--- config.mk ---
export PLATFORM = sky130hd
export DESIGN_NAME = bcd_serial_adder
export DESIGN_NICKNAME = d
export VERILOG_FILES = /design/src/rtl/bcd_pkg.sv /design/src/rtl/bcd_digit_add.sv /design/src/rtl/bcd_serial_adder.sv
export SDC_FILE = /design/constraint.sdc
export NUM_CORES = 1
export LEC_CHECK = 0
export ABC_AREA = 1
export CAP_MARGIN = 20
export CELL_PAD_IN_SITES_DETAIL_PLACEMENT = 1
export CELL_PAD_IN_SITES_GLOBAL_PLACEMENT = 2
export CORE_UTILIZATION = 29
export DETAILED_ROUTE_END_ITERATION = 6
export PLACE_DENSITY_LB_ADDON = 0.25
export SLEW_MARGIN = 20
export SYNTH_ARGS = -nofsm -noshare
export SYNTH_HDL_FRONTEND = slang
export SYNTH_SLANG_ARGS = --single-unit
--- constraint.sdc ---
create_clock -name clk -period 3.2 [get_ports clk]
set_input_delay 0.96 -clock clk [delete_from_list [all_inputs] [get_ports clk]]
set_output_delay 0.96 -clock clk [all_outputs]
set_load 0.02 [all_outputs]
--- src/rtl/bcd_pkg.sv ---
// Shared constants and FSM state type for the digit-serial BCD adder.
// Latency: none (declarations only).
// Backpressure: not applicable.
package bcd_pkg;

    localparam int DIGIT_W  = 4;
    localparam int BCD_MAX  = 9;
    localparam int BCD_CORR = 6;

    typedef enum logic [1:0] {
        IDLE = 2'd0,
        ADD  = 2'd1,
        DONE = 2'd2
    } state_t;

endpackage

--- src/rtl/bcd_digit_add.sv ---
// Single-digit decimal adder cell: a_d + b_d + ci with +6 correction above 9.
// Latency: purely combinational.
// Backpressure: not applicable.
module bcd_digit_add
    import bcd_pkg::*;
(
    input  logic [DIGIT_W-1:0] a_d,
    input  logic [DIGIT_W-1:0] b_d,
    input  logic               ci,
    output logic [DIGIT_W-1:0] digit,
    output logic               co
);

    logic [DIGIT_W:0] raw;
    logic [DIGIT_W:0] corr;

    assign raw  = {1'b0, a_d} + {1'b0, b_d} + {{DIGIT_W{1'b0}}, ci};
    assign corr = raw + (DIGIT_W+1)'(BCD_CORR);

    // Digits above 9 (including non-BCD inputs) wrap through the +6 correction.
    always_comb begin
        digit = raw[DIGIT_W-1:0];
        co    = 1'b0;
        if (raw > (DIGIT_W+1)'(BCD_MAX)) begin
            digit = corr[DIGIT_W-1:0];
            co    = 1'b1;
        end
    end

endmodule

--- src/rtl/bcd_serial_adder.sv ---
// Digit-serial N-digit BCD adder, one digit per clock LSD first; BCD_INPUT_CHECK_EN adds a sticky non-BCD flag.
// Latency: out_valid rises DIGITS clocks after the input accept edge.
// Backpressure: in_ready only in IDLE; result held stable in DONE until out_ready.
module bcd_serial_adder
    import bcd_pkg::*;
#(
    parameter int DIGITS = 4
) (
    input  logic                    clk,
    input  logic                    rst,
    input  logic                    in_valid,
    output logic                    in_ready,
    input  logic [DIGITS*4-1:0]     a,
    input  logic [DIGITS*4-1:0]     b,
    input  logic                    cin,
    output logic                    out_valid,
    input  logic                    out_ready,
    output logic [DIGITS*4-1:0]     sum,
    output logic                    cout,
    output logic                    err
);

    localparam int W    = DIGITS * DIGIT_W;
    localparam int IDXW = (DIGITS > 1) ? $clog2(DIGITS) : 1;

    state_t            state;
    logic [W-1:0]      a_sh;
    logic [W-1:0]      b_sh;
    logic [W-1:0]      res;
    logic              carry;
    logic [IDXW-1:0]   idx;

    logic [DIGIT_W-1:0] dig;
    logic               co;
    logic [W+DIGIT_W-1:0] res_cat;
    logic [W-1:0]       res_nxt;
    logic               last;

    bcd_digit_add u_digit (
        .a_d   (a_sh[DIGIT_W-1:0]),
        .b_d   (b_sh[DIGIT_W-1:0]),
        .ci    (carry),
        .digit (dig),
        .co    (co)
    );

    // New digit enters at the top so the LSD ends up at bit 0 after DIGITS shifts.
    assign res_cat = {dig, res};
    assign res_nxt = res_cat[W+DIGIT_W-1:DIGIT_W];
    assign last    = (idx == IDXW'(DIGITS - 1));

    assign in_ready  = (state == IDLE);
    assign out_valid = (state == DONE);

    // Control FSM plus operand/result shift registers.
    always_ff @(posedge clk) begin
        if (rst) begin
            state <= IDLE;
            a_sh  <= '0;
            b_sh  <= '0;
            res   <= '0;
            carry <= 1'b0;
            idx   <= '0;
            sum   <= '0;
            cout  <= 1'b0;
        end else begin
            case (state)
                IDLE: begin
                    if (in_valid) begin
                        a_sh  <= a;
                        b_sh  <= b;
                        carry <= cin;
                        idx   <= '0;
                        res   <= '0;
                        state <= ADD;
                    end
                end
                ADD: begin
                    a_sh  <= a_sh >> DIGIT_W;
                    b_sh  <= b_sh >> DIGIT_W;
                    res   <= res_nxt;
                    carry <= co;
                    idx   <= idx + IDXW'(1);
                    if (last) begin
                        sum   <= res_nxt;
                        cout  <= co;
                        state <= DONE;
                    end
                end
                DONE: begin
                    if (out_ready) begin
                        state <= IDLE;
                    end
                end
                default: state <= IDLE;
            endcase
        end
    end

`ifdef BCD_INPUT_CHECK_EN
    logic err_q;

    // Sticky flag for any processed operand digit above 9; cleared on accept.
    always_ff @(posedge clk) begin
        if (rst) begin
            err_q <= 1'b0;
        end else if (state == IDLE && in_valid) begin
            err_q <= 1'b0;
        end else if (state == ADD) begin
            if (a_sh[DIGIT_W-1:0] > DIGIT_W'(BCD_MAX) ||
                b_sh[DIGIT_W-1:0] > DIGIT_W'(BCD_MAX)) begin
                err_q <= 1'b1;
            end
        end
    end

    assign err = err_q;
`else
    assign err = 1'b0;
`endif

endmodule

==> impl_metrics.ini <==
[timing]
setup-tns-final_ns = 0
finalSetupViolCount = 0
rsz0062_at_grt = false
fin_crit_sh_pct = 86.6
hold_viol = 0
slew_viol_final = 0
fin_crit_ns = 2.77
fin_hold_ws_ns = 0.465
fin_worst_skew_ns = 0.0109
timing.fmax_mhz = 361
worst_slack_ns = 0.427

[placement]
portBuffers = 55
gp_congestion = 0.701
dp_hpwl_um = 4850
dp_slack_ns = 0.533

[drt]
wl_met2_um = 3300
via_count = 2516
drcViolationCount = 0
wl_met3_um = 246
top_layer = met4
totalWireLength_um = 7270
ant_nets = 0
routedWlPerCell_um = 14.3
viasPerCell = 4.94
drtIter0Drc = 77
first_pass_iters = 4
drt-met1-wl_um = 3610

[synth]
ys_seq_elements = 66
synth_fp_nets = 392
yosysTopAreaCellShare_pct = 48.2
synth_cells = 348
synthFlopType = dfxtp_1
yosysSeqAreaShare_pct = 48.2
synth-async-reset-ratio_pct = 0
yosysWarnings = 0
synth_area_leaders = dfxtp_1 48%, a21oi_1 11%, nand2_1 9.5%
synth_top_cell_by_area = dfxtp_1
avgSynthCellArea_um2 = 7.87
yosysUniqueCellTypes = 24
synth_edf_count = 0
synth_most_common_cell = nand2_1
synth_common_cells = 69 x nand2_1, 66 x dfxtp_1, 60 x a21oi_1
synthesis.area_mm2 = 0.00274

[die]
dieArea_mm2 = 0.00984
dieHeight_um = 99.2
die_w_um = 99.2
core_area_mm2 = 0.00920
num_rows = 35
io_pins = 57
initial_utilization_pct = 29.8

[global_route]
antenna_found_initial = 0
grt_pass1_wl_um = 12000
grt_pass1_vias = 2551
grt_max_degree = 52
track_usage_pct = 15.7
gr-total-overflow = 0

[clocking]
cts_root_buf = clkbuf_8
path_clk_slew_ns = 0.08
cts_max_path_buffers = 2
postCtsSetupBuffers = 0
cts-buffers-inserted = 9
clk_latency_ns = 0.34
cts_tree = yes
clock-sinks = 66
cts_hold_buf = 0
htreeDepth = 3
ctsResizeCount = 0

[cells_and_area]
nets = 437
drive_gt1_share_pct = 7.29
layout.area.seq_mm2 = 0.00132
multi_input_area_mm2 = 0.00121
areaGrowthSynthToFinish_pct = 29.0
fillers = 1129
antenna_cells = 0

[worst_setup_path]
cp_cell_sequence = nor2_2 -> clkdlybuf4s50_1
ff2ff_setup_slack_ns = 0.66
path_buf_inv = 1
crit_path_end_kind = output pin
crit_type = flip-flop to output pin
path_max_fanout = 10
crit_family = buffers and inverters
crit_slowest_cell = clkdlybuf4s50_1
cp.required_ns = 2.24
startpoint = state[1]
cp-start-kind = flip-flop
worstPathArrival_ns = 1.81
r2r-start = a_sh[0]
slowest_delay_ns = 0.70

[flow_run]
max_cap_viol_count = 0

[min_path]
hp-start = b_sh[14]
worstHoldPathType = flip-flop to flip-flop

[power_and_ir_drop]
ir_drop_uv = 171
power_density_mw_per_mm2 = 564
p_leak_nw = 1.36
power_mw = 1.99

[run_status]
status = complete, no violations
## state kept, by name, summed over array words and instances (netlist names)
signal	flops
a_sh	16
b_sh	16
sum	16
res	12
idx	2
state	2
carry	1
cout	1
## layout by cell type, fill, tap and decap left out, types with 2 or more instances in the layout
master	netlist	final
ha_1	5	5
buf_4	4	4
inv_1	16	16
nand2_1	69	69
fa_1	2	2
o21ai_0	32	32
a21o_1	2	2
nor2_4	2	2
clkdlybuf4s50_1	0	55
nor2_1	12	12
nand3_1	20	20
clkbuf_8	0	10
dfxtp_1	66	66
o21bai_1	2	2
o22ai_1	25	25
inv_2	4	4
a21oi_1	60	60
o21ai_1	2	2
clkinv_2	0	2
## path summary, 6_finish.rpt
check                           cells past startpoint       end
worst max-delay path                                2  in_ready
worst min-delay path                                2  b_sh[14]
worst max register to register                     14   sum[13]
worst min register to register                      2  b_sh[14]
## worst register-to-register path, delay by kind of cell (launching register included)
family	cells	cell delay [ns]
compound gates	2	0.23
simple gates	7	0.67
buf+inv	2	0.11
fa+ha+maj	3	1.09
flops	1	0.33
## metrics by stage
stage / utilization (%) / cell area [µm²] / cells
2_1_floorplan: - / 2740 / 348
3_3_place_gp: 36.2 / 3330 / 493
3_5_place_dp: 36.2 / 3330 / 493
4_1_cts: 38.4 / 3530 / 509
5_1_grt: 38.4 / 3530 / 509
6_report: 38.4 / 3530 / 509
## area by class of cell
| cell class | instances | share of cell area [%] |
|---|---|---|
| Sequential cell | 66 | 37.4 |
| Tap cell | 111 | 3.93 |
| Clock inverter | 6 | 1.84 |
| Clock buffer | 10 | 3.90 |
| Multi-Input combinational cell | 237 | 34.4 |
| Inverter | 20 | 2.12 |
| Timing Repair Buffer | 59 | 16.4 |
## routing by layer
| metal | track usage (%) | up-vias |
|---|---|---|
| li1 | - | 1278 |
| met1 | 20.1 | 1178 |
| met2 | 26.0 | 51 |
| met3 | 3.23 | 9 |
| met4 | 6.11 | 0 |
| met5 | 0 | - |
## power by group
part	total, mW	switching (mW)	internal [mW]
Clock	0.715	0.332	0.382
Combinational	0.367	0.220	0.147
Sequential	0.912	0.0353	0.876
## kinds of logic after synthesis
logic type / count (synthesis) / share of synthesized area [%]
AND/OR/NAND/NOR: 105 / 16.0
adder cells (fa/ha/maj): 7 / 3.75
buffers and inverters: 45 / 7.40
other: 1 / 0.137
AO/OA/AOI/OAI: 124 / 24.4
flip-flops: 66 / 48.2
Note: power is estimated with default switching activity, not from simulation.
